$ cat config.mk
export PLATFORM = sky130hd
export DESIGN_NAME = fir_mac_sequencer
export DESIGN_NICKNAME = d
export VERILOG_FILES = /design/src/rtl/fir_pkg.sv /design/src/rtl/fir_tap_addr_gen.sv /design/src/rtl/fir_mac_sequencer.sv
export SDC_FILE = /design/constraint.sdc
export NUM_CORES = 1
export LEC_CHECK = 0
export CAP_MARGIN = 20
export CORE_ASPECT_RATIO = 1.2
export CORE_MARGIN = 10
export CORE_UTILIZATION = 35
export CTS_BUF_LIST = sky130_fd_sc_hd__clkbuf_2 sky130_fd_sc_hd__clkbuf_4 sky130_fd_sc_hd__clkbuf_8
export CTS_CLUSTER_DIAMETER = 30
export DETAILED_ROUTE_END_ITERATION = 8
export GPL_TIMING_DRIVEN = 0
export SLEW_MARGIN = 10
export SYNTH_ARGS = -nofsm -noshare
export SYNTH_HDL_FRONTEND = slang
export SYNTH_SLANG_ARGS = --single-unit
$ cat constraint.sdc
create_clock -name clk -period 2.05 [get_ports clk]
set_input_delay 0.41 -clock clk [delete_from_list [all_inputs] [get_ports clk]]
set_output_delay 0.41 -clock clk [all_outputs]
set_load 0.01 [all_outputs]
$ cat src/rtl/fir_pkg.sv
// fir_pkg: shared definitions for the serial-MAC FIR control sequencer.
//   - seq_state_t : sequencer state encoding
//   - DEFAULT_TAPS / DEFAULT_ADDR_W : default filter geometry
//   - wrap_sub    : (a - b) mod taps for a, b already in 0..taps-1
package fir_pkg;

    localparam int DEFAULT_TAPS   = 4;
    localparam int DEFAULT_ADDR_W = 2;

    typedef enum logic [2:0] {
        IDLE  = 3'd0,
        WRITE = 3'd1,
        MAC   = 3'd2,
        DRAIN = 3'd3,
        FLUSH = 3'd4,
        DONE  = 3'd5
    } seq_state_t;

    // The delay line holds exactly 'taps' entries, which need not be a power
    // of two, so the wrap is an explicit add of 'taps' instead of letting the
    // address bits truncate.
    function automatic int unsigned wrap_sub(input int unsigned a,
                                             input int unsigned b,
                                             input int unsigned taps);
        if (a >= b) begin
            return a - b;
        end
        return a + taps - b;
    endfunction

endpackage

$ cat src/rtl/fir_tap_addr_gen.sv
// fir_tap_addr_gen: tap counter, write pointer and wrapped delay-line address.
//   clk, global_reset : clock, synchronous active-high reset
//   k_run             : count k this cycle (k wraps to 0 after TAPS-1,
//                       and is held at 0 while k_run is low)
//   wptr_inc          : advance wptr by one, wrapping TAPS-1 -> 0
//   wptr_clr          : force wptr to 0 (wins over wptr_inc)
//   k, k_last         : tap counter and its terminal-count flag
//   wptr              : slot that the next input sample is written to
//   ram_addr          : (wptr - k) mod TAPS, the slot holding tap k
module fir_tap_addr_gen
    import fir_pkg::*;
#(
    parameter int TAPS   = DEFAULT_TAPS,
    parameter int ADDR_W = DEFAULT_ADDR_W
) (
    input  logic              clk,
    input  logic              global_reset,
    input  logic              k_run,
    input  logic              wptr_inc,
    input  logic              wptr_clr,
    output logic [ADDR_W-1:0] k,
    output logic              k_last,
    output logic [ADDR_W-1:0] wptr,
    output logic [ADDR_W-1:0] ram_addr
);

    localparam logic [ADDR_W-1:0] LAST = ADDR_W'(TAPS - 1);

    assign k_last   = (k == LAST);
    assign ram_addr = ADDR_W'(wrap_sub(32'(wptr), 32'(k), 32'(TAPS)));

    always_ff @(posedge clk) begin
        if (global_reset) begin
            k    <= '0;
            wptr <= '0;
        end else begin
            if (!k_run || k_last) begin
                k <= '0;
            end else begin
                k <= k + 1'b1;
            end

            if (wptr_clr) begin
                wptr <= '0;
            end else if (wptr_inc) begin
                wptr <= (wptr == LAST) ? '0 : wptr + 1'b1;
            end
        end
    end

endmodule

$ cat src/rtl/fir_mac_sequencer.sv
// fir_mac_sequencer: handshake-driven control sequencer for a serial MAC FIR.
//   clk, global_reset : clock, synchronous active-high reset (all outputs
//                       are forced to 0 while reset is high)
//   in_valid/in_ready : sample handshake; a transfer happens in a cycle where
//                       both are 1. in_ready is 1 only in IDLE, and in_valid
//                       while in_ready=0 is ignored, so upstream must hold the
//                       sample (xn) stable until accepted and through the
//                       following WRITE cycle. flush is sampled under the
//                       same in_ready and wins over in_valid.
//   wr, zero_sel      : RAM write enable, write zero instead of xn
//   add_ram, add_rom  : RAM / coefficient ROM addresses
//   ld1, ld2          : load coefficient / sample operand registers
//   acc_clr, acc_en   : clear accumulator / add multiplier product
//   out_valid         : one-cycle pulse, accumulator holds y[n]
//   busy              : high in every state except IDLE
//   state             : current sequencer state (IDLE while in reset)
module fir_mac_sequencer
    import fir_pkg::*;
#(
    parameter int TAPS   = DEFAULT_TAPS,
    parameter int ADDR_W = DEFAULT_ADDR_W
) (
    input  logic              clk,
    input  logic              global_reset,
    input  logic              in_valid,
    output logic              in_ready,
    input  logic              flush,
    output logic              wr,
    output logic              zero_sel,
    output logic [ADDR_W-1:0] add_ram,
    output logic [ADDR_W-1:0] add_rom,
    output logic              ld1,
    output logic              ld2,
    output logic              acc_clr,
    output logic              acc_en,
    output logic              out_valid,
    output logic              busy,
    output seq_state_t        state
);

    seq_state_t        state_q;
    seq_state_t        state_next;
    logic [ADDR_W-1:0] k;
    logic              k_last;
    logic [ADDR_W-1:0] wptr;
    logic [ADDR_W-1:0] tap_addr;
    logic              k_run;
    logic              wptr_inc;
    logic              wptr_clr;

    // Ungated Moore decode; the reset gate is applied on the ports below.
    logic              ready_d;
    logic              wr_d;
    logic              zero_sel_d;
    logic [ADDR_W-1:0] add_ram_d;
    logic [ADDR_W-1:0] add_rom_d;
    logic              ld_d;
    logic              acc_clr_d;
    logic              acc_en_d;
    logic              out_valid_d;

    assign k_run    = (state_q == MAC) || (state_q == FLUSH);
    assign wptr_inc = (state_q == DONE);
    assign wptr_clr = (state_q == FLUSH) && k_last;

    fir_tap_addr_gen #(
        .TAPS   (TAPS),
        .ADDR_W (ADDR_W)
    ) u_addr_gen (
        .clk          (clk),
        .global_reset (global_reset),
        .k_run        (k_run),
        .wptr_inc     (wptr_inc),
        .wptr_clr     (wptr_clr),
        .k            (k),
        .k_last       (k_last),
        .wptr         (wptr),
        .ram_addr     (tap_addr)
    );

    always_comb begin
        state_next = state_q;
        case (state_q)
            IDLE: begin
                if (flush) begin
                    state_next = FLUSH;
                end else if (in_valid) begin
                    state_next = WRITE;
                end
            end
            WRITE:   state_next = MAC;
            MAC:     state_next = k_last ? DRAIN : MAC;
            DRAIN:   state_next = DONE;
            DONE:    state_next = IDLE;
            FLUSH:   state_next = k_last ? IDLE : FLUSH;
            default: state_next = IDLE;
        endcase
    end

    always_ff @(posedge clk) begin
        if (global_reset) begin
            state_q <= IDLE;
        end else begin
            state_q <= state_next;
        end
    end

    always_comb begin
        ready_d     = 1'b0;
        wr_d        = 1'b0;
        zero_sel_d  = 1'b0;
        add_ram_d   = '0;
        add_rom_d   = '0;
        ld_d        = 1'b0;
        acc_clr_d   = 1'b0;
        acc_en_d    = 1'b0;
        out_valid_d = 1'b0;
        case (state_q)
            IDLE: ready_d = 1'b1;
            WRITE: begin
                wr_d      = 1'b1;
                add_ram_d = wptr;
                acc_clr_d = 1'b1;
            end
            MAC: begin
                add_rom_d = k;
                add_ram_d = tap_addr;
                ld_d      = 1'b1;
                // Operands are registered, so the product seen by the
                // accumulator belongs to the previous tap.
                acc_en_d  = (k != '0);
            end
            DRAIN: acc_en_d = 1'b1;
            DONE:  out_valid_d = 1'b1;
            FLUSH: begin
                wr_d       = 1'b1;
                zero_sel_d = 1'b1;
                add_ram_d  = k;
            end
            default: ;
        endcase
    end

    assign in_ready  = !global_reset && ready_d;
    assign wr        = !global_reset && wr_d;
    assign zero_sel  = !global_reset && zero_sel_d;
    assign add_ram   = global_reset ? '0 : add_ram_d;
    assign add_rom   = global_reset ? '0 : add_rom_d;
    assign ld1       = !global_reset && ld_d;
    assign ld2       = !global_reset && ld_d;
    assign acc_clr   = !global_reset && acc_clr_d;
    assign acc_en    = !global_reset && acc_en_d;
    assign out_valid = !global_reset && out_valid_d;
    assign busy      = !global_reset && (state_q != IDLE);
    assign state     = global_reset ? IDLE : state_q;

endmodule

==> flow_summary.json, run 1 <==
{
  "outcome": "finished with violations",
  "violations": "negative setup slack",
  "ctsHtreeMaxLevel": 1,
  "required_ns": 1.64,
  "fin_total_pwr_w": 0.0003946,
  "ctsRootBufferMaster": "clkbuf_4",
  "routed_wl_um": 1631,
  "antenna_found_initial": 0,
  "placed_area_sq_um": 830.8,
  "wire_per_inst_um": 14.18,
  "cap_violations": 0,
  "slew_headroom_pct": 81.76,
  "yosysTopAreaCellShare_pct": 22.67,
  "final_net_count": 106,
  "finalCritPeriodShare_pct": 102.0,
  "drt_pass1_iterations": 4,
  "postRouteAntennaNets": 0,
  "rsz0062_at_grt": "yes",
  "hold_ws_ns": 0.5465,
  "synth_edf_count": 0,
  "async_flop_share_pct": 0,
  "ys_seq_elements": 7,
  "avgSynthCellArea_sq_um": 8.467,
  "viasPerCell": 5.191,
  "die_h_um": 66.04,
  "worstMarginPinSlew_ns": 0.2727,
  "cts_hold_buf": 0,
  "cp-start-kind": "flip-flop",
  "grt_usage_pct": 9.056,
  "clock_skew_ns": 0.0007310,
  "slew_violations": 0,
  "cts_inserted_buffers": 3,
  "dpl.hpwl_um": 1272,
  "area_growth_pct": 42.11,
  "route.met2.wl_um": 850,
  "drtIter0Drc": 7,
  "post-place-ws_ns": -0.5029,
  "fmax_mhz": 478.5,
  "peakVddDrop_uv": 247.4,
  "period_needed_ns": 2.090,
  "synthFlopType": "dfxtp_1",
  "diodes": 0,
  "powerDensity_nw_per_um2": 449.2,
  "hold_path_class": "in -> reg",
  "gp_congestion": 0.7471,
  "drt-met1-wl_um": 701,
  "p_leak_nw": 0.3955,
  "cts_tree": "built",
  "synth_nets": 81,
  "design_area_sq_um": 878.3,
  "vias": 597,
  "first_global_vias": 557,
  "synth-warning-count": 0,
  "top_layer_used": "met3",
  "layout-drive-gt1-share_pct": 26.80,
  "r2r_start": "state_q[2]",
  "syn_inst": 73,
  "grt_max_degree": 11,
  "cp_max_fo": 2,
  "ios": 20,
  "setup_viol": 1,
  "crit_start": "u_addr_gen.wptr[0]",
  "hold_viol": 0,
  "drc": 0,
  "crit_type": "reg -> out",
  "ys_types": 33,
  "num_rows": 16,
  "grt_pass1_wl_um": 2780,
  "hp-start": "global_reset",
  "clkSinkCount": 7,
  "seq_area_frac_synth_pct": 22.67,
  "synth_common_cells": "dfxtp_1, nor3_1, nor2_1",
  "wl_met3_um": 80,
  "syn_area_sq_um": 618.1,
  "dieArea_sq_um": 3854,
  "tns_ns": -0.04008,
  "io_buffer_count": 19,
  "cts.reportedPaths.clkPinSlew_ns": 0.05,
  "cts.path.max_buffers": 2,
  "die_w_um": 58.36,
  "synthTopCellsByArea": "dfxtp_1, ha_1, clkbuf_8",
  "endpoint_kind": "primary output",
  "worst_slack_ns": -0.04008,
  "cp_data_arrival_time_ns": 1.68,
  "r2r_slack_ns": 0.88,
  "core-area_sq_um": 1662,
  "grt-ovfl-total": 0,
  "yosysTopAreaCell": "dfxtp_1",
  "clock_latency_ns": 0.25,
  "initial_core_util_pct": 37.20
}
[cell usage in the layout (no fill, tap or decap), types with 4 or more instances in the layout]
cell type and n:
clkbuf_8 4, nand2b_1 4, nor3_1 6, inv_1 4, dlygate4sd2_1 8, buf_4 4, clkbuf_4 4, ha_1 4
nor2_1 5, clkdlybuf4s50_1 7
[kinds of logic after synthesis]
kind of cell             count (synthesis)  synth area share [%]
XOR/XNOR                                 3                 6.478
buffers and inverters                   11                 13.56
adder cells (fa/ha/maj)                  4                 8.097
AND/OR/NAND/NOR                         33                 30.97
flip-flops                               7                 22.67
AO/OA/AOI/OAI                           13                 14.98
multiplexers                             2                 3.239
[per-stage QoR]
step | cells | utilization, %
final | 115 | 52.86
after global routing | 115 | 52.86
after CTS | 114 | 52.48
after detailed placement | 110 | 50.00
after global placement | 110 | 50.00
after floorplan | 73 | -
[critical path, stage by stage (launching register included)]
cell      delay (ns)
dfxtp_2         0.31
inv_1           0.07
ha_1            0.15
xnor3_1         0.21
or3_1           0.33
a211oi_2        0.21
buf_2           0.16
[power by group]
part	leakage (nW)	total, W	switching [W]	internal (W)
clock network	0.0184	0.000135	0.0000474	0.0000873
registers	0.0600	0.000149	0.00000712	0.000142
logic	0.317	0.000111	0.0000560	0.0000549
total	0.395	0.000395	0.000110	0.000284
[path summary, 6_finish.rpt]
kind                   endpoint  depth (start not counted)
max                  add_ram[1]                          6
min          u_addr_gen.wptr[1]                          2
max reg2reg  u_addr_gen.wptr[0]                          4
min reg2reg  u_addr_gen.wptr[1]                          2
[layer usage]
metal  global-route usage (%)  vias up
li1                         -      311
met2                    14.89       10
met5                        0        -
met3                    3.462        0
met4                    1.765        0
met1                    10.82      276
[area by class of cell]
class                   count  area (sq um)
fillers                   164         783.3
multi-input cells          55         401.6
repair buffers             20         176.4
flip-flops and latches      7         151.4
plain buffers               7         81.33
clock buffers               4         30.03
well taps                  18         22.52
inverters                   4         15.01
[sequential cells by signal (all words and copies together), names as in the netlist]
signal and flops:
state_q 3, u_addr_gen.k 2, u_addr_gen.wptr 2
[what timing repair did]
item,CTS,global route
pin swaps,1,1
gates resized for setup,29,3
setup endpoints to repair,16,2
endpoints found under the hold margin,0,0
setup buffers,0,1
cloned,0,0
(Power assumes the default switching activity.)
==> run 2: changes to the inputs <==
--- a/config.mk
+++ b/config.mk
@@ -13,6 +13,7 @@
 export CTS_CLUSTER_DIAMETER = 30
 export DETAILED_ROUTE_END_ITERATION = 8
 export GPL_TIMING_DRIVEN = 0
+export HOLD_SLACK_MARGIN = 0.05
 export SLEW_MARGIN = 10
 export SYNTH_ARGS = -nofsm -noshare
 export SYNTH_HDL_FRONTEND = slang
==> results of run 2 <==
The final DEF is identical to that of run 1; final timing and power are the same.
==> run 3: changes to the inputs <==
--- a/config.mk
+++ b/config.mk
@@ -5,8 +5,8 @@
 export SDC_FILE = /design/constraint.sdc
 export NUM_CORES = 1
 export LEC_CHECK = 0
-export CAP_MARGIN = 20
-export CORE_ASPECT_RATIO = 1.2
+export ABC_AREA = 1
+export CAP_MARGIN = 10
 export CORE_MARGIN = 10
 export CORE_UTILIZATION = 35
 export CTS_BUF_LIST = sky130_fd_sc_hd__clkbuf_2 sky130_fd_sc_hd__clkbuf_4 sky130_fd_sc_hd__clkbuf_8
@@ -14,6 +14,7 @@
 export DETAILED_ROUTE_END_ITERATION = 8
 export GPL_TIMING_DRIVEN = 0
 export HOLD_SLACK_MARGIN = 0.05
+export PLACE_DENSITY = 0.66
 export SLEW_MARGIN = 10
 export SYNTH_ARGS = -nofsm -noshare
 export SYNTH_HDL_FRONTEND = slang
==> flow_summary.json, run 3 <==
{
  "finalCritPeriodShare_pct": 95.82,
  "tns_ns": 0,
  "slew_headroom_pct": 80.29,
  "grt_max_degree": 11,
  "layout_common_cells": "nand2_1, nor2_1, inv_1",
  "drt_pass1_iterations": 4,
  "io_buffer_count": 18,
  "hold_viol": 0,
  "cts_tree": "built",
  "hold_path_class": "reg -> reg",
  "clock_latency_ns": 0.26,
  "gp_congestion": 0.8079,
  "rsz0062_at_grt": "no",
  "diodes": 0,
  "seq_area_frac_synth_pct": 25.81,
  "routed_wl_um": 1522,
  "largestRegisters": "state_q: 3 flops, u_addr_gen.k: 2 flops, u_addr_gen.wptr: 2 flops",
  "nFillCells": 147,
  "largest_register_ffs": 3,
  "yosysTopAreaCellShare_pct": 25.81,
  "synthFlopType": "dfxtp_1",
  "cts.path.max_buffers": 2,
  "ys_types": 19,
  "grt_pass1_wl_um": 2449,
  "die_h_um": 59.39,
  "outcome": "finished clean",
  "ys_seq_elements": 7,
  "drtIter0Drc": 12,
  "avgSynthCellArea_sq_um": 5.967,
  "grt_usage_pct": 8.947,
  "wire_per_inst_um": 11.71,
  "cp-start-kind": "flip-flop",
  "area_growth_pct": 47.00,
  "cts_inserted_buffers": 3,
  "postRouteAntennaNets": 0,
  "grt-ovfl-total": 0,
  "setup_viol": 0,
  "yosysTopAreaCell": "dfxtp_1",
  "cp_data_arrival_time_ns": 1.55,
  "r2r_slack_ns": 0.95,
  "crit_chain": "inv_2, buf_4, a21oi_1, clkdlybuf4s50_1",
  "first_global_vias": 564,
  "cts_hold_buf": 0,
  "final_net_count": 123,
  "clock_skew_ns": 0.01117,
  "synth_edf_count": 0,
  "cap_violations": 0,
  "design_area_sq_um": 798.3,
  "fmax_mhz": 509.1,
  "final_util_pct": 53.61,
  "num_rows": 14,
  "ctsRootBufferMaster": "clkbuf_4",
  "syn_area_sq_um": 543.0,
  "initial_core_util_pct": 36.47,
  "endpoint_kind": "primary output",
  "top_register": "state_q",
  "slowest_stage": "clkdlybuf4s50_1",
  "layout-drive-gt1-share_pct": 18.42,
  "synth_common_cells": "nand2_1, nor2_1, inv_1",
  "core-area_sq_um": 1489,
  "max_stage_delay_ns": 0.55,
  "syn_inst": 91,
  "worstMarginPinSlew_ns": 0.2957,
  "vias": 615,
  "synthTopCellsByArea": "dfxtp_1, nand2_1, nor2_1",
  "dieArea_sq_um": 3527,
  "powerDensity_nw_per_um2": 628.8,
  "cts.reportedPaths.clkPinSlew_ns": 0.06,
  "synth_nets": 99,
  "required_ns": 1.64,
  "ios": 20,
  "peakVddDrop_uv": 362.4,
  "period_needed_ns": 1.964,
  "p_leak_nw": 0.4595,
  "dpl.hpwl_um": 1151,
  "ctsHtreeMaxLevel": 1,
  "drc": 0,
  "placed_area_sq_um": 743.2,
  "crit_type": "reg -> out",
  "die_w_um": 59.39,
  "cp_max_fo": 8,
  "antenna_found_initial": 0,
  "layout_commonest_cell": "nand2_1",
  "viasPerCell": 4.731,
  "hold_ws_ns": 0.4887,
  "slew_violations": 0,
  "async_flop_share_pct": 0,
  "clkSinkCount": 7,
  "synth.most_common_cell": "nand2_1",
  "synth-warning-count": 0
}
-- run 3: cells by family (layout without fill, tap and decap cells) --
group / after synthesis / in the layout / synth area share [%]
buffers and inverters: 20 / 43 / 14.75
adders and majority gates: 4 / 4 / 9.217
and+or+nand+nor: 51 / 51 / 40.55
DFF: 7 / 7 / 25.81
AOI/OAI and AO/OA: 9 / 9 / 9.677
-- run 3: critical path: cells and delay by family (launching register included) --
family,cells,cell delay [ns]
buffers and inverters,3,0.77
flip-flops,1,0.38
AO/OA/AOI/OAI,1,0.14
-- run 3: final timing paths --
check | end | start | depth (start not counted)
worst max-delay path | busy | state_q[2] | 4
worst min register to register | u_addr_gen.k[0] | u_addr_gen.k[0] | 1
worst min-delay path | u_addr_gen.k[0] | u_addr_gen.k[0] | 1
worst max register to register | state_q[0] | u_addr_gen.k[0] | 5
-- run 3: metal layers --
layer | vias up | GRT usage, % | part of all wire [%]
li1 | 329 | - | -
met1 | 263 | 9.650 | 38
met2 | 23 | 14.12 | 50
met3 | 0 | 5.365 | 11
met4 | 0 | 2.951 | 0
met5 | - | 0 | 0
-- run 3: per-stage QoR --
stage               cells  setup WS (ns)  power (W)
CTS                   130        0.02462  0.0005030
finish                130        0.08560  0.0005019
global route          130       0.008977  0.0005386
global placement      125       -0.03600  0.0003495
floorplan              91         0.6119  0.0002769
detailed placement    125       -0.02632  0.0003497
-- run 3: final cells by class --
cell class,count,area (sq um),area share (%)
repair buffers,19,183.9,23.04
plain buffers,3,16.27,2.038
clock buffers,4,30.03,3.762
flip-flops and latches,7,148.9,18.65
multi-input cells,64,335.3,42.01
inverters,17,63.81,7.994
well taps,16,20.02,2.508
-- run 3: where the power goes --
group / leakage, nW / total, W / internal (W) / switching [W]
clock network: 0.0184 / 0.000144 / 0.0000878 / 0.0000562
logic: 0.382 / 0.000182 / 0.0000796 / 0.000102
registers: 0.0588 / 0.000176 / 0.000152 / 0.0000244
total: 0.460 / 0.000502 / 0.000319 / 0.000183
-- run 3: repair_timing --
action / CTS / global route
endpoints found under the setup margin: 12 / 3
buffers inserted: 1 / 0
gates resized for setup: 16 / 3
pin swaps: 1 / 0
